--- src/rtl/vga_pkg.sv ---
// Default SVGA timing constants and sizing helpers shared by the VGA raster generator.
package vga_pkg;

   localparam int DEF_H_ACTIVE = 800;
   localparam int DEF_H_FP     = 56;
   localparam int DEF_H_SYNC   = 120;
   localparam int DEF_H_BP     = 64;
   localparam int DEF_V_ACTIVE = 600;
   localparam int DEF_V_FP     = 37;
   localparam int DEF_V_SYNC   = 6;
   localparam int DEF_V_BP     = 23;
   localparam int DEF_COLOR_W  = 6;

   // Fetch-side flags carried through the read-latency alignment pipe.
   typedef struct packed {
      logic active;
      logic scene;
      logic hwin;
      logic vwin;
      logic vedge;
   } vga_flags_t;

   function automatic int h_total(input int act, input int fp, input int sync, input int bp);
      return act + fp + sync + bp;
   endfunction

   function automatic int v_total(input int act, input int fp, input int sync, input int bp);
      return act + fp + sync + bp;
   endfunction

   // Width able to hold every value 0..max_val inclusive.
   function automatic int cnt_width(input int max_val);
      return (max_val < 2) ? 1 : $clog2(max_val + 1);
   endfunction

endpackage

--- src/rtl/vga_delay_line.sv ---
// Fixed-depth shift register with synchronous clear, used to align fetch flags with read data.
module vga_delay_line #(
   parameter int W     = 1,
   parameter int DEPTH = 1
) (
   input  logic         pixel_clk,
   input  logic         rst,
   input  logic [W-1:0] d_i,
   output logic [W-1:0] q_o
);

   logic [W-1:0] sr_q [DEPTH];

   always_ff @(posedge pixel_clk) begin
      if (rst) begin
         for (int i = 0; i < DEPTH; i++) sr_q[i] <= '0;
      end else begin
         sr_q[0] <= d_i;
         for (int i = 1; i < DEPTH; i++) sr_q[i] <= sr_q[i-1];
      end
   end

   assign q_o = sr_q[DEPTH-1];

endmodule

--- src/rtl/vga_timing_gen.sv ---
// Parametrised VGA raster generator with look-ahead frame-buffer addressing.
// Define VGA_BORDER_EN to add a border_color input for active pixels outside the scene.
module vga_timing_gen
   import vga_pkg::*;
#(
   parameter int   H_ACTIVE    = DEF_H_ACTIVE,
   parameter int   H_FP        = DEF_H_FP,
   parameter int   H_SYNC      = DEF_H_SYNC,
   parameter int   H_BP        = DEF_H_BP,
   parameter int   V_ACTIVE    = DEF_V_ACTIVE,
   parameter int   V_FP        = DEF_V_FP,
   parameter int   V_SYNC      = DEF_V_SYNC,
   parameter int   V_BP        = DEF_V_BP,
   parameter logic HSYNC_POL   = 1'b1,
   parameter logic VSYNC_POL   = 1'b1,
   parameter int   SCALE_SHIFT = 1,
   parameter int   SCENE_W     = 400,
   parameter int   SCENE_H     = 300,
   parameter int   READ_LAT    = 1,
   parameter int   COLOR_W     = DEF_COLOR_W,
   parameter int   X_W         = 9,
   parameter int   Y_W         = 9
) (
   input  logic               pixel_clk,
   input  logic               rst,
   input  logic [COLOR_W-1:0] rgb_color,
`ifdef VGA_BORDER_EN
   input  logic [COLOR_W-1:0] border_color,
`endif
   output logic [X_W-1:0]     rd_x,
   output logic [Y_W-1:0]     rd_y,
   output logic               rd_en,
   output logic [COLOR_W-1:0] rgb_out,
   output logic               hsync,
   output logic               vsync,
   output logic               blank,
   output logic               vblank_start,
   output logic [15:0]        frame_cnt
);

   localparam int H_TOTAL = h_total(H_ACTIVE, H_FP, H_SYNC, H_BP);
   localparam int V_TOTAL = v_total(V_ACTIVE, V_FP, V_SYNC, V_BP);
   localparam int HC_W    = cnt_width(H_TOTAL);
   localparam int VC_W    = cnt_width(V_TOTAL);

   localparam logic [HC_W-1:0] H_LAST = HC_W'(H_TOTAL - 1);
   localparam logic [HC_W-1:0] H_ACT  = HC_W'(H_ACTIVE);
   localparam logic [HC_W-1:0] HS_BEG = HC_W'(H_ACTIVE + H_FP);
   localparam logic [HC_W-1:0] HS_END = HC_W'(H_ACTIVE + H_FP + H_SYNC);
   localparam logic [VC_W-1:0] V_LAST = VC_W'(V_TOTAL - 1);
   localparam logic [VC_W-1:0] V_ACT  = VC_W'(V_ACTIVE);
   localparam logic [VC_W-1:0] VS_BEG = VC_W'(V_ACTIVE + V_FP);
   localparam logic [VC_W-1:0] VS_END = VC_W'(V_ACTIVE + V_FP + V_SYNC);
   localparam logic [X_W:0]    SCN_W  = (X_W+1)'(SCENE_W);
   localparam logic [Y_W:0]    SCN_H  = (Y_W+1)'(SCENE_H);

   logic [HC_W-1:0]    fh_q, fh_d;
   logic [VC_W-1:0]    fv_q, fv_d;
   logic [15:0]        frame_cnt_q, frame_cnt_d;
   logic [HC_W-1:0]    fh_scaled;
   logic [VC_W-1:0]    fv_scaled;
   logic               f_active, f_scene, f_hwin, f_vwin, f_vedge;
   vga_flags_t         f_flags, d_flags;
   logic [COLOR_W-1:0] fill;

   always_comb begin
      fh_d = fh_q + HC_W'(1);
      fv_d = fv_q;
      if (fh_q == H_LAST) begin
         fh_d = '0;
         fv_d = (fv_q == V_LAST) ? '0 : fv_q + VC_W'(1);
      end
   end

   always_ff @(posedge pixel_clk) begin
      if (rst) begin
         fh_q        <= '0;
         fv_q        <= '0;
         frame_cnt_q <= '0;
      end else begin
         fh_q        <= fh_d;
         fv_q        <= fv_d;
         frame_cnt_q <= frame_cnt_d;
      end
   end

   // Fetch side: addresses lead the display by READ_LAT cycles.
   assign fh_scaled = fh_q >> SCALE_SHIFT;
   assign fv_scaled = fv_q >> SCALE_SHIFT;
   assign rd_x      = X_W'(fh_scaled);
   assign rd_y      = Y_W'(fv_scaled);

   assign f_active = (fh_q < H_ACT) && (fv_q < V_ACT);
   assign f_scene  = f_active && ({1'b0, rd_x} < SCN_W) && ({1'b0, rd_y} < SCN_H);
   assign f_hwin   = (fh_q >= HS_BEG) && (fh_q < HS_END);
   assign f_vwin   = (fv_q >= VS_BEG) && (fv_q < VS_END);
   assign f_vedge  = (fh_q == '0) && (fv_q == V_ACT);
   assign f_flags  = {f_active, f_scene, f_hwin, f_vwin, f_vedge};

   assign rd_en = f_scene & ~rst;

   vga_delay_line #(
      .W     ($bits(vga_flags_t)),
      .DEPTH (READ_LAT)
   ) u_align (
      .pixel_clk (pixel_clk),
      .rst       (rst),
      .d_i       (f_flags),
      .q_o       (d_flags)
   );

   // Display side: flags now line up with the colour returned for them.
`ifdef VGA_BORDER_EN
   assign fill = border_color;
`else
   assign fill = '0;
`endif

   always_comb begin
      rgb_out = '0;
      if (d_flags.active) rgb_out = d_flags.scene ? rgb_color : fill;
   end

   assign hsync        = d_flags.hwin ? HSYNC_POL : ~HSYNC_POL;
   assign vsync        = d_flags.vwin ? VSYNC_POL : ~VSYNC_POL;
   assign blank        = ~d_flags.active;
   assign vblank_start = d_flags.vedge;
   assign frame_cnt_d  = frame_cnt_q + {15'd0, d_flags.vedge};
   assign frame_cnt    = frame_cnt_q;

endmodule

--- config.mk ---
export PLATFORM = sky130hd
export DESIGN_NAME = vga_timing_gen
export DESIGN_NICKNAME = d
export VERILOG_FILES = /design/src/rtl/vga_pkg.sv /design/src/rtl/vga_delay_line.sv /design/src/rtl/vga_timing_gen.sv
export SDC_FILE = /design/constraint.sdc
export NUM_CORES = 1
export LEC_CHECK = 0
export CAP_MARGIN = 20
export CORE_ASPECT_RATIO = 1.4
export CORE_MARGIN = 2
export CORE_UTILIZATION = 53
export DETAILED_ROUTE_END_ITERATION = 12
export GPL_TIMING_DRIVEN = 0
export PLACE_DENSITY = 0.85
export SKIP_LAST_GASP = 1
export SYNTH_ARGS = -nofsm -noshare
export SYNTH_HDL_FRONTEND = slang
export SYNTH_SLANG_ARGS = --single-unit
--- constraint.sdc ---
create_clock -name pixel_clk -period 3 [get_ports pixel_clk]
set_input_delay 0.6 -clock pixel_clk [delete_from_list [all_inputs] [get_ports pixel_clk]]
set_output_delay 0.6 -clock pixel_clk [all_outputs]
set_load 0.005 [all_outputs]
==> PnR_summary.wiki <==
{| class="wikitable"
! Metric !! Value
|-
| Cell area after placement || 0.00273 sq mm
|-
| Number of distinct standard cells referenced by the synthesized netlist || 35
|-
| Max-cap violation count || 0
|-
| Share of post-route cells with drive strength above 1 || 9.97%
|-
| RSZ-0062 raised after global routing || no
|-
| Clock root cell || clkbuf_8
|-
| GRT Residual Overflow || 0
|-
| Count of flip-flops with a built-in enable after synthesis || 0
|-
| Clock buffer depth || 2
|-
| Largest vdd supply drop || 0.000467 V
|-
| Worst hold slack across all endpoints || 0.500 ns
|-
| Util after Layout || 72.6%
|-
| Hold Fails Final Rpt || 0
|-
| CP dominant cell by count || a21oi_1
|-
| Number of buffers created by CTS || 5
|-
| Fin crit period || 2.49 ns
|-
| Synthesized area per cell || 8.27 sq um
|-
| Final max-slew violation count || 0
|-
| Delay of the slowest cell on the worst path || 0.47 ns
|-
| Register bit count reported by yosys || 42
|-
| Initial core utilization || 55.3%
|-
| Count of input and output buffers || 51
|-
| Source of the worst register-to-register timing path || fh_q[1]
|-
| First-pass DRT Iterations || 4
|-
| Post-cts gate resize count || 0
|-
| Post-synth top flop || dfxtp_1
|-
| Post-layout nets || 336
|-
| P per Cell Area || 380 mW/mm^2
|-
| Ant. Diodes || 0
|-
| Library cell occupying the most area in the post-synthesis netlist || dfxtp_1
|-
| Clock-pin slew reported for the worst setup and hold paths after clock tree synthesis || 0.09 ns
|-
| Largest clock skew in the final design || 0.00610 ns
|-
| Cell count after synthesis || 262
|-
| Core Region || 0.00392 sq mm
|-
| Full die area || 0.00462 sq mm
|-
| Die boundary height || 79.7 microns
|-
| Critical Path Source || fv_q[3]
|-
| Synth-to-Final Area Change || 31.2%
|-
| Via Count || 2024
|-
| Fraction of synthesized cell area taken by the top area cell type || 38.8%
|-
| Clk sinks || 42
|-
| # Post-CTS Setup Buffers || 0
|-
| Master of the slowest instance on the critical path || clkdlybuf4s50_1
|-
| Startpoint Class || register
|-
| Reported leakage power || 1.03 nW
|-
| Biggest fanout along the worst timing path || 8
|-
| Critical setup path kind || register to primary output
|-
| Final routed DRC violation total || 0
|-
| Final sum of negative setup slack || 0 ns
|-
| Top post-synthesis cells by area || dfxtp_1 (39%), buf_4 (6.2%), xnor2_1 (5.3%)
|-
| Std cell rows || 27
|-
| Hold path startpoint || fh_q[0]
|-
| Sequential share of the synthesized area || 38.8%
|-
| Fmax achieved || 0.402 GHz
|-
| Antenna viol nets, final || 0
|-
| Crit path arrival time || 1.89 ns
|-
| Routability Congestion || 0.898
|-
| Average routed wire per standard cell || 13.2 microns
|-
| Run status || finished, final reports clean
|-
| Total standard cell area after synthesis || 0.00217 sq mm
|-
| Wire length reported by the detailed router || 4.79 mm
|-
| Number of levels in the clock H-tree || 2
|-
| GRT Util Overall || 22.0%
|-
| Half-perimeter wire length after placement || 3.67 mm
|-
| Final setup fails || 0
|-
| Actual slew at the worst max-slew pin || 0.566 ns
|-
| Wire length of the first global-routing pass || 7.92 mm
|-
| Vias in the first global route || 1806
|-
| Number of antenna violations at the first check in global routing || 0
|-
| Critical Path Sink Type || primary output
|-
| Syn. warnings || 0
|-
| Worst-case headroom to the max-slew limit || 61.9%
|-
| Classification of the worst-slack hold path || register to register
|-
| Worst Setup Slack, final || 0.511 ns
|-
| Share of the clock period used by the worst path after layout || 83.0%
|-
| DRT iter0 DRCs || 62
|-
| Clock latency at the later pin of the worst-skew pair || 0.30 ns
|-
| Worst-case setup slack after placement || 0.564 ns
|-
| Vias/cell || 5.56
|-
| Synth async-reset ratio || 0%
|-
| Synth Net Count || 278
|-
| Worst path required time || 2.40 ns
|-
| Ports || 53
|-
| Final std cell area, no fill || 0.00284 sq mm
|-
| Clock tree from TritonCTS || done
|-
| Cts hold-fix bufs || 0
|-
| Critical Path, Cell by Cell || clkbuf_1 > a21oi_1 > o21ai_0 > a21oi_1 > clkdlybuf4s50_1
|-
| Width of the chip || 58.0 microns
|-
| Maximum number of pins on one net before global-route repair || 15
|}
[registers in the layout, indices dropped and copies added (netlist names)]
signal,cells
fv_q,10
fh_q,11
u_align.sr_q,5
frame_cnt,16
[cells in the final DEF (no fill, tap or decap), types with 7 or more instances in the layout]
master,instances
nand2_1,7
nor2_1,30
clkbuf_1,7
nand4_1,9
ha_1,8
inv_1,14
xor2_1,7
o21ai_0,11
dfxtp_1,42
nor3_1,7
clkdlybuf4s50_1,51
buf_4,18
nand3_1,22
a21oi_1,12
and3_1,10
xnor2_1,13
[cell families (layout without fill, tap and decap cells)]
group,Yosys count,in the layout,share of synthesized area [%]
simple gates,114,114,27.9
buf+inv,43,102,10.7
flops,42,42,38.8
compound gates,33,33,8.83
xor+xnor,20,20,8.08
fa+ha+maj,8,8,4.62
mux,2,2,1.04
[cell type report]
cell class | instances | area [sq um]
inverter | 14 | 52.6
timing repair buffer | 51 | 510
multi-input combinational | 177 | 1090
clock buffer | 5 | 68.8
buffer | 29 | 179
fill | 334 | 1070
sequential | 42 | 841
tap | 43 | 53.8
clock inverter | 3 | 43.8
[critical path: cells and delay by family, from the launching register on]
family / cells / cell delay [ns]
DFF: 1 / 0.33
buffers and inverters: 2 / 0.75
AOI/OAI and AO/OA: 3 / 0.50
[synth_stat cells (all sizes together) (8+ instances only)]
cell    number
o21ai       11
nand4        9
a21oi       12
xnor2       13
buf         21
inv         14
nand3       22
dfxtp       42
clkbuf       8
ha           8
and3        10
nor2        30
[path summary, 6_finish.rpt]
path	slack, ns	endpoint	cells past startpoint
worst min register to register	0.50	fh_q[0]	1
worst max-delay path	0.51	rd_en	5
worst min-delay path	0.50	fh_q[0]	1
worst max register to register	0.82	fv_q[4]	5
[power by group]
group	total, mW	switching (mW)	internal, mW
clock	0.456	0.207	0.250
sequential	0.568	0.00601	0.562
combinational	0.0566	0.0251	0.0315
total	1.08	0.238	0.843
[through the flow]
step | total power [mW] | cells
after floorplan | 0.608 | 262
after global placement | 0.637 | 356
after detailed placement | 0.638 | 356
after CTS | 1.09 | 364
after global routing | 1.12 | 364
final | 1.08 | 364
[per-layer routing]
metal	global-route usage, %	part of all wire [%]	vias up
met1	24.6	41	931
met4	11.2	1.5	0
li1	-	-	1015
met3	6.00	6.0	9
met2	37.5	51	69
met5	0	0	-
(Power assumes the default switching activity.)
